## config.mk

```make
export PLATFORM = sky130hd
export DESIGN_NAME = data_job_sequencer_flat
export DESIGN_NICKNAME = d
export VERILOG_FILES = /design/src/rtl/data_job_pkg.sv /design/src/rtl/data_job_sequencer_if.sv /design/src/rtl/data_job_fifo.sv /design/src/rtl/data_job_sequencer.sv /design/src/flat_wrapper.sv
export SDC_FILE = /design/constraint.sdc
export NUM_CORES = 1
export LEC_CHECK = 0
export BUFFER_PORTS_ARGS = -buffer_cell sky130_fd_sc_hd__buf_2
export CAP_MARGIN = 20
export CORE_ASPECT_RATIO = 2
export CORE_UTILIZATION = 60
export CTS_BUF_LIST = sky130_fd_sc_hd__clkbuf_16
export DETAILED_ROUTE_END_ITERATION = 10
export PLACE_DENSITY = 0.85
export RECOVER_POWER = 25
export SLEW_MARGIN = 20
export SYNTH_ARGS = -nofsm -noshare
export SYNTH_HDL_FRONTEND = slang
export SYNTH_SLANG_ARGS = --single-unit
```

## constraint.sdc

```tcl
create_clock -name clk -period 7.89 [get_ports clk]
set_clock_uncertainty 0.15 [all_clocks]
set_input_delay 2.367 -clock clk [delete_from_list [all_inputs] [get_ports clk]]
set_output_delay 2.367 -clock clk [all_outputs]
set_load 0.01 [all_outputs]
```

## src/rtl/data_job_pkg.sv

```systemverilog
// Shared types for the data_job_sequencer slice: job record, response codes, FSM states.
package data_job_pkg;

   localparam int AHB_ADDR_W = 32;
   localparam int PAYLOAD_W  = 128;

   typedef struct packed {
      logic                  write;
      logic [AHB_ADDR_W-1:0] addr;
      logic [PAYLOAD_W-1:0]  wdata;
   } job_t;

   typedef enum logic [1:0] {
      ERR_OK         = 2'b00,
      ERR_MISALIGNED = 2'b01,
      ERR_VERIFY     = 2'b10,
      ERR_NO_RDATA   = 2'b11
   } rsp_err_e;

   typedef enum logic [1:0] {
      ST_IDLE,
      ST_ISSUE,
      ST_VERIFY,
      ST_RESP
   } seq_state_e;

endpackage

```

## src/rtl/data_job_sequencer_if.sv

```systemverilog
// Client-facing job request / response port of data_job_sequencer.
interface data_job_sequencer_if;
   import data_job_pkg::*;

   logic                  I_req_valid;
   logic                  O_req_ready;
   logic                  I_req_write;
   logic [AHB_ADDR_W-1:0] I_req_addr;
   logic [PAYLOAD_W-1:0]  I_req_wdata;

   logic                  O_rsp_valid;
   logic                  I_rsp_ready;
   logic                  O_rsp_write;
   logic [AHB_ADDR_W-1:0] O_rsp_addr;
   logic [PAYLOAD_W-1:0]  O_rsp_rdata;
   logic [1:0]            O_rsp_err;

   modport slave (
      input  I_req_valid, I_req_write, I_req_addr, I_req_wdata, I_rsp_ready,
      output O_req_ready, O_rsp_valid, O_rsp_write, O_rsp_addr, O_rsp_rdata, O_rsp_err
   );

   modport master (
      output I_req_valid, I_req_write, I_req_addr, I_req_wdata, I_rsp_ready,
      input  O_req_ready, O_rsp_valid, O_rsp_write, O_rsp_addr, O_rsp_rdata, O_rsp_err
   );

endinterface

```

## src/rtl/data_job_fifo.sv

```systemverilog
// Job FIFO with occupancy count; caller must not push when full or pop when empty.
module data_job_fifo
   import data_job_pkg::*;
#(
   parameter  int pDEPTH = 4,
   localparam int PTR_W  = $clog2(pDEPTH),
   localparam int CNT_W  = $clog2(pDEPTH) + 1
) (
   input  logic             clk,
   input  logic             rst_n,
   input  logic             I_push,
   input  job_t             I_din,
   input  logic             I_pop,
   output job_t             O_dout,
   output logic             O_full,
   output logic             O_empty,
   output logic [CNT_W-1:0] O_count
);

   job_t             mem_q [pDEPTH];
   logic [PTR_W-1:0] wr_ptr_q, wr_ptr_d;
   logic [PTR_W-1:0] rd_ptr_q, rd_ptr_d;
   logic [CNT_W-1:0] count_q, count_d;

   always_comb begin
      wr_ptr_d = wr_ptr_q;
      rd_ptr_d = rd_ptr_q;
      count_d  = count_q;
      if (I_push) wr_ptr_d = wr_ptr_q + 1'b1;
      if (I_pop)  rd_ptr_d = rd_ptr_q + 1'b1;
      if (I_push && !I_pop)      count_d = count_q + CNT_W'(1);
      else if (!I_push && I_pop) count_d = count_q - CNT_W'(1);
   end

   always_ff @(posedge clk or negedge rst_n) begin
      if (!rst_n) begin
         wr_ptr_q <= '0;
         rd_ptr_q <= '0;
         count_q  <= '0;
      end else begin
         wr_ptr_q <= wr_ptr_d;
         rd_ptr_q <= rd_ptr_d;
         count_q  <= count_d;
      end
   end

   // Storage needs no reset: a slot is only read after it has been written.
   always_ff @(posedge clk) begin
      if (I_push) mem_q[wr_ptr_q] <= I_din;
   end

   assign O_dout  = mem_q[rd_ptr_q];
   assign O_full  = (count_q == CNT_W'(pDEPTH));
   assign O_empty = (count_q == '0);
   assign O_count = count_q;

endmodule

```

## src/rtl/data_job_sequencer.sv

```systemverilog
// Queues client jobs and issues them one at a time to data_worker over go/done.
// Optional write read-back check enabled by defining DATA_JOB_SEQ_VERIFY_EN.
module data_job_sequencer
   import data_job_pkg::*;
#(
   parameter  int pAHB_ADDR_WIDTH    = AHB_ADDR_W,
   parameter  int pPAYLOAD_SIZE_BITS = PAYLOAD_W,
   parameter  int pQUEUE_DEPTH       = 4,
   localparam int CNT_W              = $clog2(pQUEUE_DEPTH) + 1
) (
   input  logic                          clk,
   input  logic                          rst_n,
   data_job_sequencer_if.slave           req_if,
   output logic                          O_go,
   output logic                          O_int_write,
   output logic [pAHB_ADDR_WIDTH-1:0]    O_int_addr,
   output logic [pPAYLOAD_SIZE_BITS-1:0] O_int_wdata,
   input  logic                          I_done,
   input  logic [pPAYLOAD_SIZE_BITS-1:0] I_int_rdata,
   input  logic                          I_int_rdata_valid,
   output logic [CNT_W-1:0]              O_queue_count,
   output logic                          O_busy
);

   seq_state_e               state_q, state_d;
   job_t                     job_q, job_d;
   logic [PAYLOAD_W-1:0]     rdata_q, rdata_d;
   rsp_err_e                 err_q, err_d;

   logic fifo_push, fifo_pop, fifo_full, fifo_empty;
   job_t fifo_din, fifo_dout;

   assign fifo_push = req_if.I_req_valid && !fifo_full;
   assign fifo_din  = '{write: req_if.I_req_write, addr: req_if.I_req_addr, wdata: req_if.I_req_wdata};

   data_job_fifo #(.pDEPTH(pQUEUE_DEPTH)) u_fifo (
      .clk     (clk),
      .rst_n   (rst_n),
      .I_push  (fifo_push),
      .I_din   (fifo_din),
      .I_pop   (fifo_pop),
      .O_dout  (fifo_dout),
      .O_full  (fifo_full),
      .O_empty (fifo_empty),
      .O_count (O_queue_count)
   );

   always_comb begin
      state_d  = state_q;
      job_d    = job_q;
      rdata_d  = rdata_q;
      err_d    = err_q;
      fifo_pop = 1'b0;
      case (state_q)
         ST_IDLE: begin
            if (!fifo_empty) begin
               fifo_pop = 1'b1;
               job_d    = fifo_dout;
               rdata_d  = '0;
               if (fifo_dout.addr[1:0] != 2'b00) begin
                  err_d   = ERR_MISALIGNED;
                  state_d = ST_RESP;
               end else begin
                  err_d   = ERR_OK;
                  state_d = ST_ISSUE;
               end
            end
         end
         ST_ISSUE: begin
            if (I_done) begin
               state_d = ST_RESP;
               if (job_q.write) begin
                  rdata_d = '0;
                  err_d   = ERR_OK;
`ifdef DATA_JOB_SEQ_VERIFY_EN
                  state_d = ST_VERIFY;
`endif
               end else if (I_int_rdata_valid) begin
                  rdata_d = I_int_rdata;
                  err_d   = ERR_OK;
               end else begin
                  rdata_d = '0;
                  err_d   = ERR_NO_RDATA;
               end
            end
         end
         ST_VERIFY: begin
`ifdef DATA_JOB_SEQ_VERIFY_EN
            // A missing read-back counts as a verify failure.
            if (I_done) begin
               rdata_d = I_int_rdata_valid ? I_int_rdata : '0;
               err_d   = (!I_int_rdata_valid || (I_int_rdata != job_q.wdata)) ? ERR_VERIFY : ERR_OK;
               state_d = ST_RESP;
            end
`else
            state_d = ST_IDLE;
`endif
         end
         ST_RESP: begin
            if (req_if.I_rsp_ready) state_d = ST_IDLE;
         end
         default: state_d = ST_IDLE;
      endcase
   end

   always_ff @(posedge clk or negedge rst_n) begin
      if (!rst_n) begin
         state_q <= ST_IDLE;
         job_q   <= '0;
         rdata_q <= '0;
         err_q   <= ERR_OK;
      end else begin
         state_q <= state_d;
         job_q   <= job_d;
         rdata_q <= rdata_d;
         err_q   <= err_d;
      end
   end

   // The verify phase reuses the latched job but presents it as a read.
   assign O_go        = (state_q == ST_ISSUE) || (state_q == ST_VERIFY);
   assign O_int_write = job_q.write && (state_q != ST_VERIFY);
   assign O_int_addr  = job_q.addr;
   assign O_int_wdata = job_q.wdata;

   assign req_if.O_req_ready = !fifo_full;
   assign req_if.O_rsp_valid = (state_q == ST_RESP);
   assign req_if.O_rsp_write = job_q.write;
   assign req_if.O_rsp_addr  = job_q.addr;
   assign req_if.O_rsp_rdata = rdata_q;
   assign req_if.O_rsp_err   = err_q;

   assign O_busy = (state_q != ST_IDLE) || !fifo_empty;

endmodule

```

## src/flat_wrapper.sv

```systemverilog
// flat-port wrapper written by rule: the top's interface ports become plain ports
module data_job_sequencer_flat import data_job_pkg::*;
#(
   parameter  int pAHB_ADDR_WIDTH    = AHB_ADDR_W,
   parameter  int pPAYLOAD_SIZE_BITS = PAYLOAD_W,
   parameter  int pQUEUE_DEPTH       = 4,
   localparam int CNT_W              = $clog2(pQUEUE_DEPTH) + 1
)
  (clk, rst_n, O_go, O_int_write, O_int_addr, O_int_wdata, I_done, I_int_rdata, I_int_rdata_valid, O_queue_count, O_busy, req_if_I_req_valid, req_if_I_req_write, req_if_I_req_addr, req_if_I_req_wdata, req_if_I_rsp_ready, req_if_O_req_ready, req_if_O_rsp_valid, req_if_O_rsp_write, req_if_O_rsp_addr, req_if_O_rsp_rdata, req_if_O_rsp_err);
  data_job_sequencer_if req_if_i ();
  input  logic clk;
  input  logic rst_n;
  output logic O_go;
  output logic O_int_write;
  output logic [pAHB_ADDR_WIDTH-1:0] O_int_addr;
  output logic [pPAYLOAD_SIZE_BITS-1:0] O_int_wdata;
  input  logic I_done;
  input  logic [pPAYLOAD_SIZE_BITS-1:0] I_int_rdata;
  input  logic I_int_rdata_valid;
  output logic [CNT_W-1:0] O_queue_count;
  output logic O_busy;
  input wire logic [$bits(req_if_i.I_req_valid)-1:0] req_if_I_req_valid;
  input wire logic [$bits(req_if_i.I_req_write)-1:0] req_if_I_req_write;
  input wire logic [$bits(req_if_i.I_req_addr)-1:0] req_if_I_req_addr;
  input wire logic [$bits(req_if_i.I_req_wdata)-1:0] req_if_I_req_wdata;
  input wire logic [$bits(req_if_i.I_rsp_ready)-1:0] req_if_I_rsp_ready;
  output wire logic [$bits(req_if_i.O_req_ready)-1:0] req_if_O_req_ready;
  output wire logic [$bits(req_if_i.O_rsp_valid)-1:0] req_if_O_rsp_valid;
  output wire logic [$bits(req_if_i.O_rsp_write)-1:0] req_if_O_rsp_write;
  output wire logic [$bits(req_if_i.O_rsp_addr)-1:0] req_if_O_rsp_addr;
  output wire logic [$bits(req_if_i.O_rsp_rdata)-1:0] req_if_O_rsp_rdata;
  output wire logic [$bits(req_if_i.O_rsp_err)-1:0] req_if_O_rsp_err;
  assign req_if_i.I_req_valid = req_if_I_req_valid;
  assign req_if_i.I_req_write = req_if_I_req_write;
  assign req_if_i.I_req_addr = req_if_I_req_addr;
  assign req_if_i.I_req_wdata = req_if_I_req_wdata;
  assign req_if_i.I_rsp_ready = req_if_I_rsp_ready;
  assign req_if_O_req_ready = req_if_i.O_req_ready;
  assign req_if_O_rsp_valid = req_if_i.O_rsp_valid;
  assign req_if_O_rsp_write = req_if_i.O_rsp_write;
  assign req_if_O_rsp_addr = req_if_i.O_rsp_addr;
  assign req_if_O_rsp_rdata = req_if_i.O_rsp_rdata;
  assign req_if_O_rsp_err = req_if_i.O_rsp_err;
  data_job_sequencer #(.pAHB_ADDR_WIDTH(pAHB_ADDR_WIDTH), .pPAYLOAD_SIZE_BITS(pPAYLOAD_SIZE_BITS), .pQUEUE_DEPTH(pQUEUE_DEPTH)) u_core (.clk(clk), .rst_n(rst_n), .req_if(req_if_i), .O_go(O_go), .O_int_write(O_int_write), .O_int_addr(O_int_addr), .O_int_wdata(O_int_wdata), .I_done(I_done), .I_int_rdata(I_int_rdata), .I_int_rdata_valid(I_int_rdata_valid), .O_queue_count(O_queue_count), .O_busy(O_busy));
endmodule
```

==> results of run 1 <==
[state kept, by name (all words and copies together) (netlist names)]
signal,flops
u_core.u_fifo.mem_q,644
u_core.u_fifo.wr_ptr_q,2
u_core.req_if.O_rsp_write,1
u_core.req_if.O_rsp_err,2
u_core.state_q,2
u_core.u_fifo.O_count,3
u_core.req_if.O_rsp_rdata,128
u_core.u_fifo.rd_ptr_q,2
u_core.O_int_addr,32
u_core.O_int_wdata,128
[layer usage]
metal / vias up / GRT usage [%] / share of wire, %
li1: 9194 / - / -
met5: - / 0 / 0.12
met4: 18 / 17.0 / 5.5
met1: 10920 / 38.8 / 34
met3: 224 / 13.2 / 13
met2: 1234 / 52.4 / 48
[cell type report]
cell class                      instances  area (um^2)  area share [%]
Antenna cell                           15         37.5          0.0904
Sequential cell                       944        26900            64.6
Timing Repair Buffer                  645         3240            7.79
Tap cell                              768          961            2.31
Inverter                               10         42.5           0.102
Clock buffer                           79         1980            4.76
Clock inverter                         64          465            1.12
Multi-Input combinational cell       1073         7970            19.2
[path summary, 6_finish.rpt]
| check | endpoint | slack (ns) |
|---|---|---|
| max | u_core.u_fifo.mem_q[0][25] | 3.21 |
| min in group asynchronous | u_core.req_if.O_rsp_rdata[41] | 1.62 |
| min | u_core.O_int_wdata[46] | 0.32 |
| min reg2reg | u_core.O_int_wdata[46] | 0.32 |
| max reg2reg | u_core.req_if.O_rsp_err[0] | 4.07 |
| max in group asynchronous | u_core.O_int_wdata[68] | 4.61 |
[critical path, cell delays in order]
cell and delay [ns]:
buf_2 0.10, a21boi_1 0.69, and2_4 0.83, buf_12 0.51
[power by group through the flow]
stage / combinational, uW / sequential [uW] / clock (uW)
finish: 5320 / 7380 / 3770
global route: 5740 / 7480 / 3990
CTS: 5310 / 7420 / 3820
detailed placement: 5260 / 7480 / 0
global placement: 5140 / 7380 / 0
floorplan: 3200 / 7580 / 0
[per-stage QoR]
step           hold slack (ns)  instance area, um^2  utilization [%]  worst slack (ns)
6_report                 0.322                41500             70.5              3.21
5_1_grt                  0.352                41500             70.4              3.14
4_1_cts                  0.323                41700             70.7              3.24
3_5_place_dp             0.308                39200             66.5              2.59
3_3_place_gp             0.306                39200             66.5              2.70
2_1_floorplan            0.361                35700                -             0.740
[kinds of logic after synthesis]
kind of cell             after synthesis  share of synthesized area (%)
AND/OR/NAND/NOR                      627                           6.72
multiplexers                         167                           10.3
flip-flops                           944                           75.1
buffers and inverters                185                           2.63
XOR/XNOR                               6                          0.147
AO/OA/AOI/OAI                        262                           4.62
adder cells (fa/ha/maj)               11                          0.406
[synthesized netlist by cell type (2+ instances only)]
| cell | number |
|---|---|
| mux2i_1 | 2 |
| buf_4 | 43 |
| buf_2 | 53 |
| o31ai_1 | 129 |
| mux4_2 | 161 |
| nand2_1 | 613 |
| inv_1 | 9 |
| and2_1 | 4 |
| nor2_1 | 4 |
| dfrtp_1 | 300 |
| xnor2_1 | 4 |
| edfxtp_1 | 644 |
| ha_1 | 10 |
| buf_6 | 2 |
| buf_1 | 19 |
| mux2_2 | 4 |
| clkbuf_1 | 57 |
| o21ai_0 | 128 |
| xor2_1 | 2 |
==> flow_summary_export.csv, run 1 <==
group,metric,value,unit
place,place_hpwl,64800,um
worst_hold_path,hp-start,"u_core.O_int_wdata[46]",
pwr,vdd_drop_max,0.356,mV
global_route,grt_pass1_wl,144000,um
cells_and_area,layout_commonest_cell,"edfxtp_1",
routing,antenna_left,0,
clock_tree,numCtsBuffers,77,
global_route,grt_max_degree,260,
pwr,p_sw_share,35.2,%
clock_tree,cts_tree,"done",
routing,wl_per_cell,27.4,um
yosys,syn-num-nets,2508,
outcome,status,"finished clean",
timing,tightest_slew,1.06,ns
timing,slew_viol_final,0,
yosys,ys_seq_area_share,75.1,%
place,post-place-cells,3439,
pwr,p_sw,5790,uW
pwr,power.total,16500,uW
timing,period_share,59.4,%
critical_path,worstRegToRegCells,8,
routing,vias,21590,
global_route,grt.total_usage,33.0,%
pwr,p_int,10700,uW
worst_hold_path,hold_depth,2,
yosys,synth_edf_count,644,
critical_path,worst_setup_path_start_kind,"input pin",
worst_hold_path,hp-class,"flop to flop",
yosys,yosysTopAreaCell,"edfxtp_1",
timing,hold_violations,0,
cells_and_area,fillers,3783,
timing,finalSetupTns,0,ns
cells_and_area,final_net_count,3057,
cells_and_area,stdcell_count,3598,
critical_path,path_class,"input pin to flop",
routing,drt_wl_total,98500,um
clock_tree,clockBufferDepth,3,
cells_and_area,drive_above_1_share,27.9,%
timing,max_freq,0.213,GHz
flow_run,drv_cap,0,
clock_tree,clock-sinks,944,
cells_and_area,final_cell_mix,"644 x edfxtp_1, 613 x nand2_1, 477 x buf_2",
routing,avgViaCountPerCell,6.00,
cells_and_area,area.growth.synth_to_final,16.3,%
yosys,synth_top_area_share,54.1,%
yosys,yosys_register_bits,944,
yosys,yosys_warnings,0,
timing,setup_violations,0,
place,gp_congestion,0.927,
global_route,grt_antenna_before_repair,25,
clock_tree,clkTransAtPathRegs,0.07,ns
routing,drt_iter0_drc,2081,
clock_tree,h-tree-depth,3,
routing,route.detailed.drc,0,
critical_path,cp_max_fo,109,
yosys,yosys_most_used_dff,"edfxtp_1",
global_route,grt.overflow.total,0,
timing,fin_crit,4.68,ns
pwr,clock_power_share,22.9,%
floorplanning,fp.dieW,175,um
critical_path,required,7.98,ns
floorplanning,io_pins,626,
pwr,seqPwrFrac,44.8,%
timing,maxSlewHeadroom,29.3,%
floorplanning,initial_utilization,60.6,%
critical_path,startpoint,"req_if_I_req_valid",
pwr,leakage,0.0166,uW
yosys,synthTopCellsByArea,"edfxtp_1 54%, dfrtp_1 21%, mux4_2 10%, nand2_1 6.4%, o31ai_1 2.7%",
clock_tree,ctsHoldBuffers,0,
pwr,powerDensity,396,mW/mm^2
floorplanning,die_area,0.0606,mm^2
yosys,synth.avg_cell_area,16.2,um^2
clock_tree,cts_resized,0,
yosys,synthesis.area,0.0357,mm^2
critical_path,arrival,4.77,ns
global_route,grt_pass1_vias,22212,
yosys,syn_inst,2202,
floorplanning,rows,126,
yosys,yosysUniqueCellTypes,33,
clock_tree,post-cts-setup-buffer-count,0,
timing,rsz0062_at_grt,"false",
floorplanning,core_area,0.0590,mm^2
yosys,synth-async-reset-ratio,31.8,%
clock_tree,clock_latency,0.62,ns
critical_path,endpoint_kind,"flop",
pwr,combPwrFrac,32.3,%
clock_tree,cts-root-buf,"clkbuf_16",
critical_path,r2r_start,"u_core.state_q[0]",
floorplanning,dieHeight,347,um
place,portBuffers,625,
routing,firstDrtPassIters,5,
(Power assumes the default switching activity.)
==> run 2, diff against run 1 <==
Settings changed: CORE_UTILIZATION 60 to 56, PLACE_DENSITY 0.85 to 0.8.
Clock period 7.89 ns to 4.7 ns, I/O delays scaled along.
==> run 2 against run 1 <==
Effect of this change:
- register-to-register slack lost 2.1 ns
- final area is 1.2% higher
- hold slack worse by 0.0032 ns
- global-route usage shrank 1.9 points
- first-iteration DRC count fell by 16%
- combinational power up 72%
- total power rose by 70%
- die area grew 7.1%
- wire length grew 0.72%
- clock power grew 71%
- largest power group unchanged
- highest routed layer unchanged
==> flow_summary_export.csv, run 2 (synthesis results as in run 1) <==
group,metric,value,unit
timing,hold_violations,0,
critical_path,path_common_cell,"inv_1",
timing,slew_viol_final,0,
floorplanning,die_area,0.0649,mm^2
routing,drt_wl_total,99200,um
clock_tree,post-cts-setup-buffer-count,0,
routing,vias,21576,
critical_path,path_cells,"inv_1 -> ha_1 -> nor4b_4 -> inv_1 -> buf_2",
timing,period_share,78.5,%
routing,route.detailed.drc,0,
cells_and_area,layout_commonest_cell,"edfxtp_1",
cells_and_area,final_net_count,3085,
critical_path,path_class,"flop to output port",
timing,tightest_slew,0.943,ns
global_route,grt.total_usage,31.1,%
pwr,vdd_drop_max,0.494,mV
critical_path,worst_setup_path_start_kind,"flop",
place,post_dp_cell_area,0.0397,mm^2
floorplanning,rows,130,
routing,drt_iter0_drc,1739,
floorplanning,dieHeight,359,um
critical_path,arrival,2.13,ns
pwr,leakage,0.0168,uW
clock_tree,clock_latency,0.63,ns
pwr,powerDensity,666,mW/mm^2
cells_and_area,largest_register,"u_core.u_fifo.mem_q",
cells_and_area,drive_above_1_share,28.7,%
critical_path,required,3.14,ns
pwr,clock_power_share,23.1,%
cells_and_area,largest_register_ffs,644,
global_route,grt.overflow.total,0,
flow_run,drv_cap,0,
clock_tree,cts_resized,0,
global_route,grt_max_degree,260,
timing,max_freq,0.271,GHz
global_route,grt_pass1_wl,145000,um
routing,firstDrtPassIters,5,
clock_tree,clockBufferDepth,3,
clock_tree,h-tree-depth,3,
cells_and_area,area.growth.synth_to_final,17.7,%
routing,antenna_left,0,
clock_tree,ctsHoldBuffers,0,
critical_path,cp_max_fo,4,
floorplanning,io_pins,626,
floorplanning,fp.dieW,181,um
pwr,p_sw,9800,uW
global_route,grt_antenna_before_repair,21,
clock_tree,clock-sinks,944,
pwr,p_int,18200,uW
clock_tree,numCtsBuffers,77,
pwr,seqPwrFrac,44.3,%
critical_path,slowest_delay,0.41,ns
pwr,p_sw_share,35.0,%
routing,avgViaCountPerCell,5.91,
critical_path,crit_buf_inv,3,
timing,finalSetupTns,0,ns
clock_tree,clkTransAtPathRegs,0.06,ns
place,gp_congestion,0.922,
global_route,top_usage_layer,"met2",
global_route,use_met3,13.0,%
worst_hold_path,hp-class,"flop to flop",
clock_tree,cts-root-buf,"clkbuf_16",
critical_path,endpoint_kind,"output port",
outcome,status,"finished clean",
global_route,met1_usage,36.0,%
timing,maxSlewHeadroom,37.1,%
global_route,use_met2,49.4,%
cells_and_area,final_util,66.8,%
critical_path,crit_family,"buffers and inverters",
place,portBuffers,625,
cells_and_area,final_cell_mix,"644 x edfxtp_1, 613 x nand2_1, 479 x buf_2",
clock_tree,cts_tree,"done",
routing,wl_per_cell,27.2,um
critical_path,crit_slowest_cell,"dfrtp_1",
timing,setup_violations,0,
timing,fin_crit,3.69,ns
global_route,grt_pass1_vias,22442,
floorplanning,core_area,0.0629,mm^2
timing,rsz0062_at_grt,"false",
floorplanning,initial_utilization,56.8,%
cells_and_area,fin_area,0.0420,mm^2
place,place_hpwl,66200,um
pwr,combPwrFrac,32.6,%
-- run 2: cell count changes in the layout (fill, tap and decap cells not counted), sizes merged --
cell	before	now
buf	498	528
inv	40	32
clkinv	26	33
bufinv	6	7
clkbuf	226	225
clkinvlp	2	1
diode	15	16
-- run 2: metrics by stage --
stage          std cells  setup slack (ns)  power [uW]  hold slack (ns)
6_report            3651              1.01       28000            0.319
3_3_place_gp        3492              1.38       21200            0.305
3_5_place_dp        3492              1.42       21600            0.307
2_1_floorplan       2202             0.285       18000            0.361
5_1_grt             3649             0.929       29300            0.343
4_1_cts             3635             0.995       28100            0.323
-- run 2: metal layers --
| layer | share of wire (%) | vias up |
|---|---|---|
| li1 | - | 9259 |
| met1 | 34 | 10910 |
| met2 | 48 | 1170 |
| met3 | 12 | 223 |
| met4 | 5.3 | 14 |
| met5 | 0.082 | - |
-- run 2: worst reg2reg max path, cell delays in order (launching register included) --
cell     delay, ns
dfrtp_1       0.41
inv_1         0.10
ha_1          0.30
o31a_2        0.20
inv_6         0.26
ha_1          0.29
inv_1         0.09
fa_1          0.39
xor2_1        0.18
nor2_1        0.12
xor2_1        0.17
-- run 2: final timing paths --
check	startpoint	to	slack, ns	depth (start not counted)
worst max-delay path	u_core.state_q[1]	O_busy	1.01	5
worst max register to register	u_core.state_q[0]	u_core.u_fifo.O_count[2]	1.95	10
max in group asynchronous	rst_n	u_core.req_if.O_rsp_rdata[94]	2.69	2
worst min register to register	u_core.O_int_wdata[5]	u_core.O_int_wdata[5]	0.32	2
worst min-delay path	u_core.O_int_wdata[5]	u_core.O_int_wdata[5]	0.32	2
min in group asynchronous	rst_n	u_core.O_int_wdata[46]	0.72	1
-- run 2: area by class of cell --
cell class | instances | area (um^2)
sequential | 944 | 26900
timing repair buffer | 673 | 3630
tap | 792 | 991
fill | 4229 | 20900
clock buffer | 80 | 2000
clock inverter | 63 | 520
multi-input combinational | 1073 | 7970
antenna | 16 | 40.0
inverter | 10 | 42.5
-- run 2: power by group through the flow --
stage | logic (uW) | clock network (uW) | registers, uW
floorplan | 5370 | 0 | 12600
global placement | 8890 | 0 | 12300
detailed placement | 9100 | 0 | 12500
CTS | 9190 | 6550 | 12400
global route | 9850 | 6850 | 12600
finish | 9130 | 6450 | 12400
